$ cat src/rtl/circuito_cl.sv
// circuito_cl: two-player chess-square recognition game.
// FSM, round/turn counters, timeout timer, scores and 7-seg debug displays.
module circuito_cl #(
    parameter int TIMEOUT = 25000,
    parameter int ROUNDS  = 16
) (
    input  logic       clock,
    input  logic       reset,
    input  logic       iniciar,
    input  logic [2:0] jogadaFileira,
    input  logic [2:0] jogadaColuna,
    input  logic       temJogada,
    input  logic       terminar,
    output logic [6:0] pontos1,
    output logic [6:0] pontos2,
    output logic       errou,
    output logic       db_acertou,
    output logic [6:0] linhaEsperada,
    output logic [6:0] colunaEsperada,
    output logic [6:0] db_estado
);

    localparam int TW = (TIMEOUT > 2) ? $clog2(TIMEOUT) : 1;

    typedef enum logic [3:0] {
        INICIAL    = 4'h0,
        PREPARA    = 4'h1,
        ESPERA     = 4'h2,
        COMPARA    = 4'h3,
        ACERTO     = 4'h4,
        ERRO       = 4'h5,
        TIMEOUT_ST = 4'h6,
        PROXIMA    = 4'h7,
        FIM        = 4'hF
    } estado_t;

    estado_t       r_estado;
    logic [3:0]    r_rodada;
    logic [TW-1:0] r_timer;
    logic [3:0]    r_pontos1;
    logic [3:0]    r_pontos2;
    logic          r_errou;
    logic          r_acertou;
    logic          r_jog_q;

    logic          w_jogada;
    logic [2:0]    w_col;
    logic [2:0]    w_row;
    logic          w_acerto;
    logic          w_ativo;
    logic          w_ultima;
    logic          w_expirou;

    // Active-low gfedcba hex digit decoder.
    function automatic logic [6:0] hex7(input logic [3:0] d);
        case (d)
            4'h0: hex7 = 7'b1000000;
            4'h1: hex7 = 7'b1111001;
            4'h2: hex7 = 7'b0100100;
            4'h3: hex7 = 7'b0110000;
            4'h4: hex7 = 7'b0011001;
            4'h5: hex7 = 7'b0010010;
            4'h6: hex7 = 7'b0000010;
            4'h7: hex7 = 7'b1111000;
            4'h8: hex7 = 7'b0000000;
            4'h9: hex7 = 7'b0010000;
            4'hA: hex7 = 7'b0001000;
            4'hB: hex7 = 7'b0000011;
            4'hC: hex7 = 7'b1000110;
            4'hD: hex7 = 7'b0100001;
            4'hE: hex7 = 7'b0000110;
            default: hex7 = 7'b0001110;
        endcase
    endfunction

    // col = 3i+1 = i+2i+1, row = 5i = i+4i, all mod 8.
    assign w_col     = r_rodada[2:0] + {r_rodada[1:0], 1'b0} + 3'd1;
    assign w_row     = r_rodada[2:0] + {r_rodada[0], 2'b00};
    assign w_acerto  = (jogadaFileira == w_row) && (jogadaColuna == w_col);
    assign w_jogada  = temJogada & ~r_jog_q;
    assign w_ativo   = (r_estado != INICIAL) && (r_estado != FIM);
    assign w_ultima  = (r_rodada == 4'(ROUNDS - 1));
    assign w_expirou = (r_timer == TW'(TIMEOUT - 1));

    // Delayed copy of the play strobe so a held strobe counts once.
    always_ff @(posedge clock or posedge reset) begin
        if (reset) r_jog_q <= 1'b0;
        else       r_jog_q <= temJogada;
    end

    // Game FSM with round, timer, score and flag registers.
    always_ff @(posedge clock or posedge reset) begin
        if (reset) begin
            r_estado  <= INICIAL;
            r_rodada  <= 4'd0;
            r_timer   <= '0;
            r_pontos1 <= 4'd0;
            r_pontos2 <= 4'd0;
            r_errou   <= 1'b0;
            r_acertou <= 1'b0;
        end else if (w_ativo && terminar) begin
            r_estado <= FIM;
        end else begin
            case (r_estado)
                INICIAL, FIM: begin
                    if (iniciar) r_estado <= PREPARA;
                end
                PREPARA: begin
                    r_rodada  <= 4'd0;
                    r_timer   <= '0;
                    r_pontos1 <= 4'd0;
                    r_pontos2 <= 4'd0;
                    r_errou   <= 1'b0;
                    r_acertou <= 1'b0;
                    r_estado  <= ESPERA;
                end
                ESPERA: begin
                    r_timer <= r_timer + 1'b1;
                    if (w_jogada)       r_estado <= COMPARA;
                    else if (w_expirou) r_estado <= TIMEOUT_ST;
                end
                COMPARA: begin
                    r_estado <= w_acerto ? ACERTO : ERRO;
                end
                ACERTO: begin
                    if (r_rodada[0]) r_pontos2 <= r_pontos2 + 4'd1;
                    else             r_pontos1 <= r_pontos1 + 4'd1;
                    r_acertou <= 1'b1;
                    r_errou   <= 1'b0;
                    r_estado  <= PROXIMA;
                end
                ERRO, TIMEOUT_ST: begin
                    r_acertou <= 1'b0;
                    r_errou   <= 1'b1;
                    r_estado  <= PROXIMA;
                end
                PROXIMA: begin
                    r_timer <= '0;
                    if (w_ultima) begin
                        r_estado <= FIM;
                    end else begin
                        r_rodada <= r_rodada + 4'd1;
                        r_estado <= ESPERA;
                    end
                end
                default: r_estado <= INICIAL;
            endcase
        end
    end

    assign pontos1        = hex7(r_pontos1);
    assign pontos2        = hex7(r_pontos2);
    assign errou          = r_errou;
    assign db_acertou     = r_acertou;
    assign db_estado      = hex7(r_estado);
    assign linhaEsperada  = w_ativo ? hex7({1'b0, w_row}) : 7'h7F;
    assign colunaEsperada = w_ativo ? hex7({1'b0, w_col}) : 7'h7F;

endmodule

$ cat config.mk
export PLATFORM = sky130hd
export DESIGN_NAME = circuito_cl
export DESIGN_NICKNAME = d
export VERILOG_FILES = /design/src/rtl/circuito_cl.sv
export SDC_FILE = /design/constraint.sdc
export NUM_CORES = 1
export LEC_CHECK = 0
export CAP_MARGIN = 20
export CORE_ASPECT_RATIO = 1.2
export CORE_MARGIN = 5
export CORE_UTILIZATION = 45
export CTS_CLUSTER_DIAMETER = 150
export DETAILED_ROUTE_END_ITERATION = 12
export GPL_ROUTABILITY_DRIVEN = 0
export HOLD_SLACK_MARGIN = 0.1
export MAX_ROUTING_LAYER = met4
export PLACE_DENSITY = 0.69
export REMOVE_ABC_BUFFERS = 1
export SYNTH_ARGS = -nofsm -noshare
export SYNTH_HDL_FRONTEND = slang
export SYNTH_SLANG_ARGS = --single-unit
$ cat constraint.sdc
create_clock -name clock -period 5.5 [get_ports clock]
set_input_delay 1.1 -clock clock [delete_from_list [all_inputs] [get_ports clock]]
set_output_delay 1.1 -clock clock [all_outputs]
set_load 0.02 [all_outputs]
==> results of run 1 <==
[power by group]
part | switching, mW | internal, mW | total [mW]
Clock | 0.0873 | 0.101 | 0.188
Combinational | 0.801 | 0.675 | 1.48
Sequential | 0.170 | 0.313 | 0.483
Total | 1.06 | 1.09 | 2.15
[flip-flops by register name (all words and copies together) (netlist names)]
register and flops:
r_timer 15, r_rodada 4, db_acertou 1, r_pontos2 4, r_jog_q 1, errou 1, r_pontos1 4, r_estado 4
[cell type report]
class	instances	area, µm²	area share [%]
multi-input combinational	299	1940	55.0
sequential	34	851	24.1
timing repair buffer	48	478	13.6
tap	85	106	3.02
clock buffer	7	86.3	2.45
inverter	16	60.1	1.70
clock inverter	1	5.00	0.142
[cells in the mapped netlist (all sizes together), types with 2 or more instances]
master | n | area [µm²]
and4 | 4 | 35.0
a31oi | 5 | 31.3
nand2 | 49 | 184
xnor2 | 5 | 43.8
inv | 16 | 60.1
nor4bb | 2 | 20.0
nor2 | 37 | 141
nand4 | 6 | 43.8
and2 | 5 | 31.3
dfrtp | 34 | 851
or2 | 2 | 12.5
and3 | 6 | 37.5
o21ai | 42 | 210
nand2b | 6 | 45.0
nand3 | 12 | 72.6
nor3b | 2 | 15.0
nor2b | 7 | 43.8
a21oi | 22 | 110
clkbuf | 15 | 57.6
buf | 8 | 52.5
a41oi | 2 | 17.5
mux2 | 3 | 33.8
a21o | 2 | 15.0
o31ai | 3 | 22.5
o211ai | 4 | 30.0
or3 | 2 | 12.5
nor3 | 6 | 30.0
mux2i | 7 | 70.1
ha | 27 | 338
nand3b | 4 | 30.0
o21a | 2 | 15.0
xor2 | 14 | 123
[through the flow]
stage          util (%)  setup WS, ns  std cells  instance area (µm²)
4_1_cts            55.1          1.64        490                 3530
3_5_place_dp       53.6          1.96        482                 3440
5_1_grt            55.1          1.40        490                 3530
2_1_floorplan         -          2.50        349                 2850
6_report           55.1          1.65        490                 3530
3_3_place_gp       53.6          2.03        482                 3440
[kinds of logic after synthesis]
group | Yosys count | synth area share [%]
buf+inv | 39 | 5.75
mux | 10 | 3.51
compound gates | 88 | 17.6
flops | 34 | 28.7
simple gates | 154 | 26.6
fa+ha+maj | 27 | 11.4
xor+xnor | 20 | 6.42
[routing by layer]
metal | part of all wire, % | vias to the layer above
met3 | 3.5 | 7
met1 | 46 | 1212
li1 | - | 1347
met4 | 0.93 | 0
met5 | 0 | -
met2 | 50 | 47
[cells in the final DEF (no fill, tap or decap), drive strengths merged, types with 2 or more instances in the layout]
cell / count
inv: 16
xor2: 14
nor4bb: 2
nand2b: 6
mux2i: 7
mux2: 3
o21ai: 42
nor3: 6
a31oi: 5
o21a: 2
nor2: 37
nor2b: 7
dfrtp: 34
or3: 2
ha: 27
a41oi: 2
clkdlybuf4s50: 47
and4: 4
a21oi: 22
nand2: 49
or2: 2
nand3b: 4
a21o: 2
xnor2: 5
and2: 5
clkbuf: 7
and3: 6
nor3b: 2
nand4: 6
nand3: 12
o211ai: 4
o31ai: 3
[final timing paths]
check,from,endpoint,depth (start not counted)
setup / recovery,r_rodada[0],colunaEsperada[6],6
hold / removal,r_timer[8],r_timer[8],1
setup reg to reg,r_estado[1],r_timer[14],7
hold reg to reg,r_timer[8],r_timer[8],1
max in group asynchronous,reset,r_timer[3],3
min in group asynchronous,reset,r_rodada[0],3
==> results.py, run 1 <==
metrics = {
    "status": {
        "status": "finished, final reports clean",
    },
    "global_routing": {
        "grt_pass1_vias": 2552,
        "grt_start_max_net_pins": 35,
        "grtUsageMet3_pct": 2.84,
        "grt_first_pass_wirelength_mm": 11.6,
        "antenna_found_initial": 0,
        "busiest_layer": "met2",
        "grt-ovfl-total": 0,
        "met2_usage_pct": 28.7,
        "grtUsageTotal_pct": 17.1,
        "grt_use_met1_pct": 21.4,
    },
    "logic_synthesis": {
        "yosys_warnings": 0,
        "synth_area_per_cell_um2": 7.96,
        "syn_inst": 372,
        "netlist_area_um2": 2960,
        "ys_seq_area_share_pct": 28.7,
        "async_flop_share_pct": 100,
        "synth_edf_count": 0,
        "synth.distinct_cells": 51,
        "ys_ff_latch": 34,
        "synth_ff_type": "dfrtp_1",
    },
    "worst_setup_path": {
        "worst_setup_path_end_kind": "output pin",
        "critical_path_class": "reg2out",
        "crit_fanout": 17,
        "crit_arrival_ns": 2.75,
        "path_buf_inv": 2,
        "cp_data_required_time_ns": 4.40,
        "slowest_stage": "dfrtp_1",
        "rrSetupSlack_ns": 2.84,
        "crit_path_start_kind": "flip-flop",
        "path_delay_family": "buffers and inverters",
        "crit_path_cell_trace": "inv_1 -> ha_1 -> xnor2_1 -> nor2_1 -> o21ai_0 -> clkdlybuf4s50_1",
        "slowest_delay_ns": 0.70,
    },
    "sta": {
        "fmax_ghz": 0.260,
        "worst_pin_slew_ns": 0.878,
        "fin_crit_ns": 3.85,
        "finClkSkew_ns": 0.00433,
        "hold_violations": 0,
        "holdWs_ns": 0.517,
        "final.setup.tns_ns": 0,
        "fin_crit_sh_pct": 70.1,
        "maxSlewHeadroom_pct": 41.5,
        "finalSetupViolCount": 0,
        "slew_violations": 0,
        "rsz0062_at_grt": "no",
    },
    "job": {
        "drv_cap": 0,
    },
    "clock_network": {
        "cts_htree_levels": 2,
        "postCtsSetupRepairBufs": 0,
        "cts_max_path_buffers": 2,
        "insertion_delay_ns": 0.28,
        "clk_pin_slew_worst_paths_ns": 0.07,
        "postCtsHoldBufs": 0,
        "post_cts_resized": 0,
        "numCtsBuffers": 5,
        "ctsRootBufferMaster": "clkbuf_8",
        "clkSinkCount": 34,
        "cts_tree": "yes",
    },
    "floorplan": {
        "pin_count": 48,
        "start_util_pct": 46.2,
        "core_um2": 6410,
        "die_area_um2": 8310,
        "die_h_um": 98.9,
        "fp-row-count": 32,
        "die_x_um": 84.1,
    },
    "route": {
        "routed_via_density": 5.33,
        "num_vias": 2613,
        "drt-pass1-iter-count": 4,
        "first_iter_violations": 115,
        "avgRoutedWirePerCell_um": 13.4,
        "drc": 0,
        "ant_nets": 0,
        "drt-total-wl_mm": 6.54,
    },
    "power_and_ir_drop": {
        "ir_drop_mv": 0.280,
        "p_per_area_nw_per_um2": 609,
        "leakage_nw": 1.50,
        "finalPower_mw": 2.15,
    },
    "cells_and_area": {
        "num-fill-cells": 598,
        "antenna_cells": 0,
        "area_growth_pct": 19.1,
        "layout-drive-gt1-share_pct": 4.20,
        "nets": 442,
    },
    "place": {
        "port_buffers": 47,
        "dp_hpwl_mm": 4.85,
    },
    "worst_hold_path": {
        "hp-class": "reg2reg",
    },
}
(Power assumes the default switching activity.)
==> run 2: changes to the inputs <==
Settings changed: PLACE_DENSITY 0.69 to 0.72.
Clock period 5.5 ns to 3.2 ns, I/O delays scaled along.
==> results.py, run 2 (synthesis gave the netlist of run 1 again) <==
metrics = {
    "status": {
        "status": "finished, final reports clean",
    },
    "route": {
        "num_vias": 2675,
        "routed_via_density": 5.38,
        "drt-total-wl_mm": 6.61,
        "drt-pass1-iter-count": 4,
        "avgRoutedWirePerCell_um": 13.3,
        "first_iter_violations": 128,
        "ant_nets": 0,
        "drc": 0,
    },
    "floorplan": {
        "die_h_um": 98.9,
        "die_x_um": 84.1,
        "fp-row-count": 32,
        "die_area_um2": 8310,
        "pin_count": 48,
        "core_um2": 6410,
        "start_util_pct": 46.2,
    },
    "worst_setup_path": {
        "endpoint": "linhaEsperada[3]",
        "cp_data_required_time_ns": 2.56,
        "crit_path_cell_trace": "inv_1 -> ha_1 -> nand2b_4 -> o21ai_0 -> a21oi_1 -> o21ai_0 -> clkdlybuf4s50_1",
        "path_buf_inv": 2,
        "slowest_stage": "clkdlybuf4s50_1",
        "crit_top_cell": "o21ai_0",
        "rrSetupSlack_ns": 0.73,
        "critPathLaunch": "r_estado[1]",
        "crit_path_start_kind": "flip-flop",
        "r2r-end": "r_timer[10]",
        "cp_num_cells": 7,
        "slowest_delay_ns": 0.62,
        "critical_path_class": "reg2out",
        "path_delay_family": "buffers and inverters",
        "worst_setup_path_end_kind": "output pin",
        "crit_arrival_ns": 2.43,
        "rr_worst_depth": 8,
        "timing.rr.start": "r_estado[1]",
        "crit_fanout": 6,
    },
    "global_routing": {
        "grt-ovfl-total": 0,
        "antenna_found_initial": 0,
        "grt_first_pass_wirelength_mm": 11.4,
        "grt_pass1_vias": 2511,
        "grt_start_max_net_pins": 35,
        "grtUsageTotal_pct": 16.6,
    },
    "power_and_ir_drop": {
        "ir_drop_mv": 0.563,
        "finalPower_mw": 3.93,
        "leakage_nw": 1.55,
        "p_per_area_nw_per_um2": 1080,
    },
    "cells_and_area": {
        "largest-register": "r_timer",
        "area_growth_pct": 22.9,
        "nets": 449,
        "final_common_cell": "nand2_1",
        "layout-drive-gt1-share_pct": 7.52,
        "mostFrequentLayoutCells": "49 x nand2_1, 47 x clkdlybuf4s50_1, 42 x o21ai_0",
        "largest_reg_flops": 15,
        "final_cell_area_um2": 3640,
        "antenna_cells": 0,
    },
    "clock_network": {
        "numCtsBuffers": 5,
        "cts_tree": "yes",
        "postCtsHoldBufs": 0,
        "ctsRootBufferMaster": "clkbuf_8",
        "postCtsSetupRepairBufs": 0,
        "cts_htree_levels": 2,
        "insertion_delay_ns": 0.29,
        "cts_max_path_buffers": 2,
        "clk_pin_slew_worst_paths_ns": 0.07,
        "clkSinkCount": 34,
    },
    "sta": {
        "fmax_ghz": 0.326,
        "fin_crit_sh_pct": 95.8,
        "finalSetupViolCount": 0,
        "fin_crit_ns": 3.07,
        "worst_pin_slew_ns": 0.640,
        "hold_violations": 0,
        "finClkSkew_ns": 0.00574,
        "slew_violations": 0,
        "maxSlewHeadroom_pct": 57.3,
    },
    "place": {
        "dpl-instance-area_um2": 3490,
        "dp_hpwl_mm": 4.91,
        "port_buffers": 47,
    },
    "worst_hold_path": {
        "hp-class": "reg2reg",
        "whs_path_depth": 1,
    },
    "job": {
        "drv_cap": 0,
    },
}
run 2: cell type report:
cell class | instances | area (µm²)
inverter | 16 | 60.1
timing repair buffer | 55 | 531
clock buffer | 5 | 68.8
multi-input combinational | 299 | 1950
tap | 85 | 106
fill | 615 | 2770
sequential | 34 | 853
clock inverter | 3 | 68.8
run 2: where the power goes:
part / internal, mW / leakage [nW] / switching, mW / total (mW)
registers: 0.540 / 0.444 / 0.238 / 0.778
logic: 1.21 / 1.04 / 1.46 / 2.67
clock network: 0.312 / 0.0683 / 0.168 / 0.480
run 2: per-stage QoR:
| stage | hold WS, ns | std cells | worst slack (ns) | utilization [%] | TNS, ns |
|---|---|---|---|---|---|
| after floorplan | 0.460 | 349 | 0.663 | - | 0 |
| after global placement | 0.488 | 489 | 0.328 | 54.5 | 0 |
| after detailed placement | 0.498 | 489 | 0.303 | 54.5 | 0 |
| after CTS | 0.507 | 497 | 0.0718 | 56.6 | 0 |
| after global routing | 0.529 | 497 | -0.00351 | 56.8 | -0.00351 |
| final | 0.509 | 497 | 0.134 | 56.8 | 0 |
run 2: worst min-delay path by stage:
stage	from	slack [ns]	end
floorplan	r_timer[8]	0.46	r_timer[8]
global placement	r_timer[8]	0.49	r_timer[8]
detailed placement	r_timer[8]	0.50	r_timer[8]
CTS	r_timer[8]	0.51	r_timer[8]
global route	r_timer[8]	0.53	r_timer[8]
finish	r_timer[8]	0.51	r_timer[8]
run 2: what timing repair did:
item,4_1_cts,5_1_grt
pin swaps,0,0
gates resized for setup,2,4
endpoints found under the setup margin,1,11
run 2: routing by layer:
metal	routed length, µm	GRT usage [%]
met1	3030	20.4
met2	3290	28.6
met3	242	2.59
met4	42	3.71
met5	0	-
==> edit (settings of run 2) <==
`ROUNDS`: 16 -> 12.
--- a/src/rtl/circuito_cl.sv
+++ b/src/rtl/circuito_cl.sv
@@ -2,7 +2,7 @@
 // FSM, round/turn counters, timeout timer, scores and 7-seg debug displays.
 module circuito_cl #(
     parameter int TIMEOUT = 25000,
-    parameter int ROUNDS  = 16
+    parameter int ROUNDS  = 12
 ) (
     input  logic       clock,
     input  logic       reset,
Check against the original RTL: no difference found for any inputs over 10 cycles, from zero or initial values and one cycle with reset high; that may be too few to reach the edited logic, so the function may still have changed.
==> edit against run 2 <==
- sequential cell count unchanged
- non-clock buffer count is the same
- cell area is 1.6% lower
- total power down 6.2%
- setup slack better by 84 ps
- synthesized area fell by 0.72%
- wire length is 4.6% higher
==> edit: results (changes against run 2) <==
metric;value;unit;change
timing_worst_slew_pin_value;669.2;ps;+28.73 ps
syn-instance-count;373;;+0.27%
min_path_cells;1;;unchanged
power.leakage;1.545;nW;-0.59%
antenna_found_initial;0;;unchanged
outcome;finished, final reports clean;;
drt_first_pass_iters;4;;unchanged
min_to;errou;;
cts_buffer_depth;2;;unchanged
post_synth_num_cell_types;48;;-5.9%
worst_r2r_startpoint;r_estado[0];;
insertion_delay;290;ps;about the same
drt-initial-drc-count;115;;-10%
num-fill-cells;612;;-0.49%
maximum_number_of_pins_on_one_net_before_global_route_repair;35;;unchanged
r2r_setup_slack;630;ps;-100 ps
min-delay-start;errou;;
yosysSeqAreaShare;0.2894;;+0.002078
synth.cells.most_frequent;43 x nand2_1, 35 x o21ai_0, 34 x dfrtp_1, 34 x nor2_1, 28 x a21oi_1;;
wl_per_cell;13.91;um;+4.6%
post_drt_via_cell_ratio;5.392;;+0.19%
timing.critical_path.arrival;2340;ps;-90 ps
dpl_worst_slack;276.5;ps;-26.60 ps
placement.io_buffers;47;;unchanged
grt_first_pass_wirelength;11840;um;+3.9%
power_switching_share;0.4936;;+0.01964
final_layout_size_suffix_gt1_frac;0.05583;;-0.01942
placed_area;3472;um^2;-0.47%
share_clk_of_total_power;0.109;;-0.013
irDropWorstVdd;555.5;uV;-1.4%
final_net_count;447;;-0.45%
largest-register;r_timer;;
max_fo_critical_path;11;;+5
worst_path_largest_cell_delay;660;ps;+40 ps
grt_util_all_layers;0.1746;;+0.008545
dp.final_hpwl;5125;um;+4.3%
worst_r2r_end;r_timer[12];;
ys_top_cells_by_area;dfrtp_1 29%, ha_1 11%, o21ai_0 6.0%, nand2_1 5.5%, a21oi_1 4.8%;;
cp_top_family;buffers and inverters;;
clock_tree.root_cell;clkbuf_8;;
r2r.worst_path.cells;7;;-1
holdWs;532.0;ps;+23.40 ps
power.sequential.fraction;0.211;;+0.013
finClkSkew;7.179;ps;+1.436 ps
drcViolationCount;0;;unchanged
synth_warnings;0;;unchanged
insertedDiodeCount;0;;unchanged
place_inst;489;;unchanged
largest_register_ffs;15;;unchanged
number_of_global_route_vias_before_repair;2520;;+0.36%
power_switching;1.818;mW;-2.3%
ant_nets;0;;unchanged
cts_inserted_buffers;5;;unchanged
## edit: cell types whose count changed after synthesis, moves of 3 or more
cell and delta:
buf_2 -3, nand2_1 -6, a21oi_1 +6, clkbuf_1 +4
inv_1 -3, nand4_1 +8, buf_1 +3, o21ai_0 -7
nor3_1 +3, buf_4 -3
## edit: layout make-up
cell class / instances / area [um^2] / share of cell area
Multi-Input combinational cell: 301 / 1934 / 0.5400
Timing Repair Buffer: 55 / 524.3 / 0.1463
Clock inverter: 3 / 45.04 / 0.01257
Sequential cell: 34 / 850.8 / 0.2375
Clock buffer: 5 / 68.82 / 0.01921
Tap cell: 85 / 106.4 / 0.02969
Inverter: 14 / 52.55 / 0.01467
## edit: metal layers
metal  vias to the layer above  track usage  wire (um)
met4                         0      0.04332         51
met1                      1247       0.2115       3020
met5                         -            -          0
met3                         6      0.03261        226
met2                        41       0.3001       3614
li1                       1386            -          -
## edit: kinds of logic after synthesis
family                     after synthesis  synth area share
buffers and inverters                   38           0.05361
adders and majority gates               25            0.1064
DFF                                     34            0.2894
xor gates and xnor gates                21           0.06255
muxes                                   11           0.03830
AOI/OAI and AO/OA                       90            0.1847
and+or+nand+nor                        154            0.2651
## edit: worst max-delay path by stage
| stage | from | endpoint | slack [ps] | depth (start not counted) |
|---|---|---|---|---|
| after global placement | r_estado[0] | linhaEsperada[5] | 330 | 7 |
| final | r_estado[3] | db_estado[0] | 220 | 5 |
| after CTS | r_estado[0] | linhaEsperada[1] | 20 | 7 |
| after detailed placement | r_estado[0] | colunaEsperada[5] | 280 | 7 |
| after global routing | r_rodada[1] | colunaEsperada[3] | 80 | 7 |
| after floorplan | r_rodada[0] | linhaEsperada[3] | 520 | 4 |
## edit: timing repair
item                       4_1_cts  5_1_grt
setup buffers                    0        0
setup endpoints to repair       11        3
gates resized for setup         11        4
